`src/rtl/fetch_unit_if.sv`:
```
// Fetch-stage bundle: instruction-memory request/response, branch redirect
// and the held-instruction handshake toward decode.
interface fetch_unit_if;
    logic        br_taken;
    logic [31:0] br_target;
    logic        imem_req;
    logic [31:0] imem_addr;
    logic        imem_gnt;
    logic        imem_rvalid;
    logic [31:0] imem_rdata;
    logic        if_valid;
    logic [31:0] if_pc;
    logic [31:0] if_instr;
    logic        if_ready;

    modport master (
        input  br_taken, br_target, imem_gnt, imem_rvalid, imem_rdata, if_ready,
        output imem_req, imem_addr, if_valid, if_pc, if_instr
    );

    modport slave (
        output br_taken, br_target, imem_gnt, imem_rvalid, imem_rdata, if_ready,
        input  imem_req, imem_addr, if_valid, if_pc, if_instr
    );
endinterface

```
`src/rtl/fetch_unit.sv`:
```
// Instruction fetch: owns the PC, keeps one memory request outstanding, holds
// the returned instruction until decode takes it, and kills wrong-path fetches.
module fetch_unit #(
    parameter logic [31:0] RESET_PC  = 32'h0000_0000,
    parameter logic [31:0] NOP_INSTR = 32'h0000_0013
) (
    input  logic         clk,
    input  logic         rst_n,
    fetch_unit_if.master bus
);

    typedef enum logic [1:0] {
        IDLE  = 2'd0,
        FETCH = 2'd1,
        WAIT  = 2'd2,
        HOLD  = 2'd3
    } state_t;

    state_t      state_r, state_nxt_s;
    logic [31:0] pc_r, pc_seq_s, pc_nxt_s;
    logic [31:0] req_pc_r, req_pc_nxt_s;
    logic [31:0] if_pc_r, if_pc_nxt_s;
    logic [31:0] if_instr_r, if_instr_nxt_s;
    logic        kill_r, kill_nxt_s;
    logic        if_valid_r, if_valid_nxt_s;
    logic        imem_req_r;

    function automatic logic [31:0] word_align(input logic [31:0] addr);
        return {addr[31:2], 2'b00};
    endfunction

    // Next-state, PC and holding-register update logic.
    always_comb begin
        state_nxt_s    = state_r;
        pc_seq_s       = pc_r;
        req_pc_nxt_s   = req_pc_r;
        kill_nxt_s     = kill_r;
        if_valid_nxt_s = if_valid_r;
        if_pc_nxt_s    = if_pc_r;
        if_instr_nxt_s = if_instr_r;
        case (state_r)
            IDLE: begin
                state_nxt_s = FETCH;
            end
            FETCH: begin
                if (bus.imem_gnt) begin
                    req_pc_nxt_s = pc_r;
                    pc_seq_s     = pc_r + 32'd4;
                    // A redirect coinciding with the grant makes this request wrong-path.
                    kill_nxt_s   = bus.br_taken;
                    state_nxt_s  = WAIT;
                end else begin
                    state_nxt_s = FETCH;
                end
            end
            WAIT: begin
                if (bus.imem_rvalid) begin
                    kill_nxt_s = 1'b0;
                    if (kill_r || bus.br_taken) begin
                        state_nxt_s = FETCH;
                    end else begin
                        if_valid_nxt_s = 1'b1;
                        if_pc_nxt_s    = req_pc_r;
                        if_instr_nxt_s = bus.imem_rdata;
                        state_nxt_s    = HOLD;
                    end
                end else if (bus.br_taken) begin
                    kill_nxt_s = 1'b1;
                end else begin
                    kill_nxt_s = kill_r;
                end
            end
            HOLD: begin
                if (bus.br_taken || bus.if_ready) begin
                    if_valid_nxt_s = 1'b0;
                    if_instr_nxt_s = NOP_INSTR;
                    state_nxt_s    = FETCH;
                end else begin
                    state_nxt_s = HOLD;
                end
            end
            default: begin
                state_nxt_s = IDLE;
            end
        endcase
        pc_nxt_s = bus.br_taken ? word_align(bus.br_target) : pc_seq_s;
    end

    // State and output registers; the request is registered so br_taken never reaches imem_* combinationally.
    always_ff @(posedge clk or negedge rst_n) begin
        if (!rst_n) begin
            state_r    <= IDLE;
            pc_r       <= RESET_PC;
            req_pc_r   <= 32'h0000_0000;
            kill_r     <= 1'b0;
            if_valid_r <= 1'b0;
            if_pc_r    <= 32'h0000_0000;
            if_instr_r <= NOP_INSTR;
            imem_req_r <= 1'b0;
        end else begin
            state_r    <= state_nxt_s;
            pc_r       <= pc_nxt_s;
            req_pc_r   <= req_pc_nxt_s;
            kill_r     <= kill_nxt_s;
            if_valid_r <= if_valid_nxt_s;
            if_pc_r    <= if_pc_nxt_s;
            if_instr_r <= if_instr_nxt_s;
            imem_req_r <= (state_nxt_s == FETCH);
        end
    end

    assign bus.imem_req  = imem_req_r;
    assign bus.imem_addr = pc_r;
    assign bus.if_valid  = if_valid_r;
    assign bus.if_pc     = if_pc_r;
    assign bus.if_instr  = if_instr_r;

endmodule

```
`src/flat_wrapper.sv`:
```
// flat-port wrapper written by rule: the top's interface ports become plain ports
module fetch_unit_flat 
#(
    parameter logic [31:0] RESET_PC  = 32'h0000_0000,
    parameter logic [31:0] NOP_INSTR = 32'h0000_0013
)
  (clk, rst_n, bus_br_taken, bus_br_target, bus_imem_gnt, bus_imem_rvalid, bus_imem_rdata, bus_if_ready, bus_imem_req, bus_imem_addr, bus_if_valid, bus_if_pc, bus_if_instr);
  fetch_unit_if bus_i ();
  input  logic clk;
  input  logic rst_n;
  input wire logic [$bits(bus_i.br_taken)-1:0] bus_br_taken;
  input wire logic [$bits(bus_i.br_target)-1:0] bus_br_target;
  input wire logic [$bits(bus_i.imem_gnt)-1:0] bus_imem_gnt;
  input wire logic [$bits(bus_i.imem_rvalid)-1:0] bus_imem_rvalid;
  input wire logic [$bits(bus_i.imem_rdata)-1:0] bus_imem_rdata;
  input wire logic [$bits(bus_i.if_ready)-1:0] bus_if_ready;
  output wire logic [$bits(bus_i.imem_req)-1:0] bus_imem_req;
  output wire logic [$bits(bus_i.imem_addr)-1:0] bus_imem_addr;
  output wire logic [$bits(bus_i.if_valid)-1:0] bus_if_valid;
  output wire logic [$bits(bus_i.if_pc)-1:0] bus_if_pc;
  output wire logic [$bits(bus_i.if_instr)-1:0] bus_if_instr;
  assign bus_i.br_taken = bus_br_taken;
  assign bus_i.br_target = bus_br_target;
  assign bus_i.imem_gnt = bus_imem_gnt;
  assign bus_i.imem_rvalid = bus_imem_rvalid;
  assign bus_i.imem_rdata = bus_imem_rdata;
  assign bus_i.if_ready = bus_if_ready;
  assign bus_imem_req = bus_i.imem_req;
  assign bus_imem_addr = bus_i.imem_addr;
  assign bus_if_valid = bus_i.if_valid;
  assign bus_if_pc = bus_i.if_pc;
  assign bus_if_instr = bus_i.if_instr;
  fetch_unit #(.RESET_PC(RESET_PC), .NOP_INSTR(NOP_INSTR)) u_core (.clk(clk), .rst_n(rst_n), .bus(bus_i));
endmodule
```
`config.mk`:
```
export PLATFORM = sky130hd
export DESIGN_NAME = fetch_unit_flat
export DESIGN_NICKNAME = d
export VERILOG_FILES = /design/src/rtl/fetch_unit_if.sv /design/src/rtl/fetch_unit.sv /design/src/flat_wrapper.sv
export SDC_FILE = /design/constraint.sdc
export NUM_CORES = 1
export LEC_CHECK = 0
export CORE_ASPECT_RATIO = 0.75
export CORE_MARGIN = 5
export CORE_UTILIZATION = 47
export DETAILED_ROUTE_END_ITERATION = 10
export MAX_ROUTING_LAYER = met4
export PLACE_DENSITY_LB_ADDON = 0.2
export REMOVE_ABC_BUFFERS = 1
export SYNTH_ARGS = -nofsm -noshare
export SYNTH_HDL_FRONTEND = slang
export SYNTH_SLANG_ARGS = --single-unit
```
`constraint.sdc`:
```
create_clock -name clk -period 2.26 [get_ports clk]
set_clock_uncertainty 0.15 [all_clocks]
set_input_delay 0.452 -clock clk [delete_from_list [all_inputs] [get_ports clk]]
set_output_delay 0.452 -clock clk [all_outputs]
set_load 0.01 [all_outputs]
```
* Word level (Yosys, flattened, before mapping) *
Cells that the tools add are included.

storage, ports and cells
  output and inout port bits = 98
  bits of input ports = 70
  flip-flop bits (word level) = 133

operators by class
  bitwise gates (word level) = 1
  reductions and logical operators = 12
  $add $sub $neg = 1
  equal/unequal tests = 9
  mux-type cells = 20

operators by type and width
  kind                                                    count
  two-way mux 32 bit                                      6
  one-hot mux 32 bit (2 select lines)                     1
  adder 32 x 3 -> 32 bit (second input constant)          1
  two-way mux 2 bit                                       4
  one-hot mux 2 bit (4 select lines)                      1
  nonzero test 2 bit                                      4
  two-way mux 1 bit                                       6
  inequality test 2 bit (second input constant)           3
  AND reduction 3 bit                                     2
  equality test 2 x 1 -> 1 bit (second input constant)    2
  equality test 2 bit (second input constant)             2
  one-hot mux 1 bit (2 select lines)                      2
  AND reduction 2 bit                                     2
  AND reduction 4 bit                                     1
  inequality test 3 bit (second input constant)           1
  zero test 2 bit                                         1
  logical OR 1 bit                                        2
  inequality test 2 x 1 -> 1 bit (second input constant)  1
  NOT 1 bit                                               1

* Depth between registers and ports, before layout *
  depth in word-level cells = 5
  gate-level depth with buffers = 7
  mapped depth without buffers = 4

* Worst setup path after synthesis *
No wires, ideal clock.

  path kind = register to register
  start point = register u_core.pc_r[4] (netlist: u_core.bus.imem_addr[4])
  end point = register u_core.pc_r[26] (netlist: u_core.bus.imem_addr[26])
  period minus slack after synthesis = 1,886 ps
  cell stages (with the launch flop) = 7
  buffers on the path = 2
  data arrival time = 1,654 ps
  setup slack = 374 ps
  cell sequence = dfrtp_1 > and4_1 > buf_4 > nand3_4 > buf_6 > or4_1 > a31oi_1

between the ends
  longest elaborated chain between the ends = 4

RTL lines
  element                 line               RTL
  start, declared         fetch_unit.sv:20   logic [31:0] pc_r, pc_seq_s, pc_nxt_s;
  start signal, assigned  fetch_unit.sv:102  pc_r <= pc_nxt_s;
  adder 32 x 3 -> 32 bit  fetch_unit.sv:48   pc_seq_s = pc_r + 32'd4;
  two-way mux 32 bit      fetch_unit.sv:46   if (bus.imem_gnt) begin
  two-way mux 32 bit      fetch_unit.sv:41   case (state_r)
  two-way mux 32 bit      fetch_unit.sv:86   pc_nxt_s = bus.br_taken ? word_align(bus.br_target) : pc_seq_s;

Every way passes these cells. The select of a mux whose other input is x is not followed.
A chain may end at the register's enable or synchronous reset.

* Worst setup path in the final report *
  start point = input bus_imem_gnt
  end point = register u_core.pc_r[29] (netlist: u_core.bus.imem_addr[29])

between the ends
  longest elaborated chain between the ends = 2

RTL lines
  element                        line                RTL
  start, declared                flat_wrapper.sv:13  input wire logic [$bits(bus_i.imem_gnt)-1:0] bus_imem_gnt;
  nonzero test 2 bit (no line)   n/a
  AND reduction 2 bit (no line)  n/a

Every way passes these cells.

==> impl_metrics.tcl <==
set metrics [dict create \
    status "complete, no violations" \
    final_area_um2 8240 \
    numCtsBuffers 17 \
    maxCapViolations 0 \
    grt_pass1_wl_mm 24.8 \
    rsz0062_at_grt "false" \
    synth_seq_area_share_pct 56.1 \
    cts_tree "built" \
    fp.dieArea_um2 14400 \
    gp_congestion 0.798 \
    power.density_nw_per_um2 1060 \
    synthTopCellsByArea "dfrtp_1, nand2_1, mux2_2" \
    yosysTopAreaCellShare_pct 54.8 \
    core_um2 11700 \
    async_flop_share_pct 100 \
    hold_viol_final 0 \
    track_usage_pct 22.6 \
    dp_hpwl_mm 10.8 \
    critPathTopFamily "simple AND/OR/NAND/NOR gates" \
    r2r_start "u_core.bus.imem_addr[12]$_DFFE_PN0P_" \
    die_w_um 137 \
    rr_worst_depth 4 \
    syn_area_um2 5670 \
    crit_path_max_fanout 20 \
    power_mw 8.74 \
    worstSkewPairLatency_ns 0.41 \
    start_util_pct 48.4 \
    ys.flop_type "dfrtp_1" \
    layout-drive-gt1-share_pct 14.6 \
    drc 0 \
    grt_max_degree 52 \
    vias 4717 \
    r2r_setup_slack_ns 0.16 \
    multi_input_area_um2 2200 \
    vdd_ir_drop_max_mv 0.616 \
    r2r_end "u_core.bus.imem_addr[29]$_DFFE_PN0P_" \
    wl_per_cell_um 17.0 \
    final_antenna_net_count 0 \
    crit_cells 5 \
    cp_cell_sequence "clkdlybuf4s50_1, and3b_2, nand4_4, or4_1, a31oi_1" \
    clk_pin_slew_ns 0.06 \
    grt_pass1_vias 4781 \
    regArea_um2 3180 \
    wl_mm 15.4 \
    syn_inst 547 \
    portBuffers 161 \
    nFillCells 856 \
    dp_slack_ns -0.233 \
    firstDrtPassIters 4 \
    placedInstanceArea_um2 7620 \
    endpoint "u_core.bus.imem_addr[29]$_DFFE_PN0P_" \
    synth_common_cells "nand2_1, dfrtp_1, mux2_2" \
    num_rows 34 \
    cpPeakStageDelay_ns 0.59 \
    antenna_found_initial 0 \
    slew_viol_final 0 \
    synth_edf_count 0 \
    die_h_um 105 \
    syn2layout_area_growth_pct 45.4 \
    critPathBufInv 1 \
    yosysTopAreaCell "dfrtp_1" \
    worstSetupPathType "primary input to flip-flop" \
    yosys_register_bits 127 \
    synth-warning-count 0 \
    hp-class "flip-flop to flip-flop" \
    cts.sinks 127 \
    drt_iter0_drc 287 \
    finalCritPeriodShare_pct 93.4 \
    worst_setup_path_end_kind "flip-flop" \
    syn_avg_cell_area_um2 10.4 \
    worstSetupStartpoint "bus_imem_gnt" \
    grt-ovfl-total 0 \
    critPathSlowestCell "or4_1" \
    cts.path.max_buffers 2 \
    p_leak_nw 3.91 \
    synth_most_common_cell "nand2_1" \
    root_buffer "clkbuf_16" \
    diodes 0 \
    ys_types 42 \
    pin_count 168 \
    clock.fmax_mhz 474 \
    arrival_ns 2.28 \
    fin_ws_ns 0.149 \
    setup-violations-final 0 \
    start_kind "primary input" \
    final_nets 800 \
    layout_min_cycle_time_ns 2.11 \
    vias_per_cell 5.22 \
    htreeDepth 4 \
    crit_required_ns 2.43 \
    post_cts_buffers 0 \
]
==> logic make-up (layout without fill, tap and decap cells) <==
kind of cell,after synthesis,after routing,synth area share [%]
and+or+nand+nor,228,228,19.1
DFF,127,127,56.1
AOI/OAI and AO/OA,52,52,6.01
buffers and inverters,67,259,5.41
muxes,63,63,11.9
xor gates and xnor gates,8,8,1.24
other,1,4,0.0662
adders and majority gates,1,1,0.221
==> stage by stage <==
step                      util [%]  TNS [ns]  hold slack, ns  std cells
after detailed placement      65.1     -2.52           0.287        871
after floorplan                  -    -49.73         0.00641        516
after global routing          70.4         0           0.350        904
after global placement        65.1     -1.51           0.281        871
final                         70.4         0           0.322        904
after CTS                     70.4         0           0.324        904
==> repair_timing <==
item | in CTS | in global routing
endpoints found under the hold margin | 47 | 0
setup endpoints to repair | 0 | 2
hold buffers | 1 | 0
gates resized for setup | 0 | 1
==> routing by layer <==
layer | global-route usage, % | up-vias | share of wire, %
met5 | - | - | 0
met4 | 7.19 | 0 | 1.3
met3 | 5.00 | 17 | 6.3
met2 | 35.4 | 145 | 49
met1 | 29.4 | 2323 | 44
li1 | - | 2232 | -
==> registers in the layout, indices dropped and copies added (netlist names) <==
register	cells
u_core.bus.imem_addr	30
u_core.state_r	2
u_core.kill_r	1
u_core.bus.imem_req	1
u_core.req_pc_r	30
u_core.bus.if_instr	32
u_core.bus.if_valid	1
u_core.bus.if_pc	30
==> power by group <==
part / switching, mW / leakage (nW) / internal, mW
sequential: 0.430 / 1.61 / 2.98
clock: 1.01 / 0.293 / 1.77
combinational: 1.16 / 2.01 / 1.38
==> worst reg2reg max path: stages (launching register included) <==
cell and delay [ns]:
dfrtp_1 0.46, and4_4 0.32, nand4_4 0.27, or4_1 0.59
a31oi_1 0.22
==> how the worst min path moves through the flow <==
stage                               startpoint                                   to  depth (start not counted)
6_report       u_core.req_pc_r[26]$_DFFE_PN0P_      u_core.req_pc_r[26]$_DFFE_PN0P_                          2
5_1_grt        u_core.req_pc_r[11]$_DFFE_PN0P_      u_core.req_pc_r[11]$_DFFE_PN0P_                          2
4_1_cts        u_core.req_pc_r[26]$_DFFE_PN0P_      u_core.req_pc_r[26]$_DFFE_PN0P_                          2
3_5_place_dp                             rst_n      u_core.bus.if_pc[5]$_DFFE_PN0P_                          1
3_3_place_gp                             rst_n      u_core.bus.if_pc[5]$_DFFE_PN0P_                          1
2_1_floorplan                            rst_n  u_core.bus.if_instr[10]$_DFFE_PN0P_                          0
==> final cells by class <==
type / count / area share, %
Inverter: 33 / 1.50
Clock inverter: 13 / 1.99
Sequential cell: 127 / 38.6
Timing Repair Buffer: 194 / 23.4
Clock buffer: 19 / 5.38
Multi-Input combinational cell: 356 / 26.7
Tap cell: 162 / 2.46
==> placed cells by master (no fill, tap or decap), types with 4 or more instances in the layout <==
cell type and count:
dfrtp_1 124, o21ai_0 13, xor2_1 6, o31ai_1 12
o211ai_1 8, mux2i_1 30, nand3_1 16, nor2_1 16
nand4_1 10, clkdlybuf4s50_1 160, buf_12 5, clkbuf_16 17
conb_1 4, a31oi_1 14, inv_1 32, nand2_1 144
or4_1 18, buf_4 27, clkinv_4 4, mux2_2 33
Note: power is estimated with default switching activity, not from simulation.
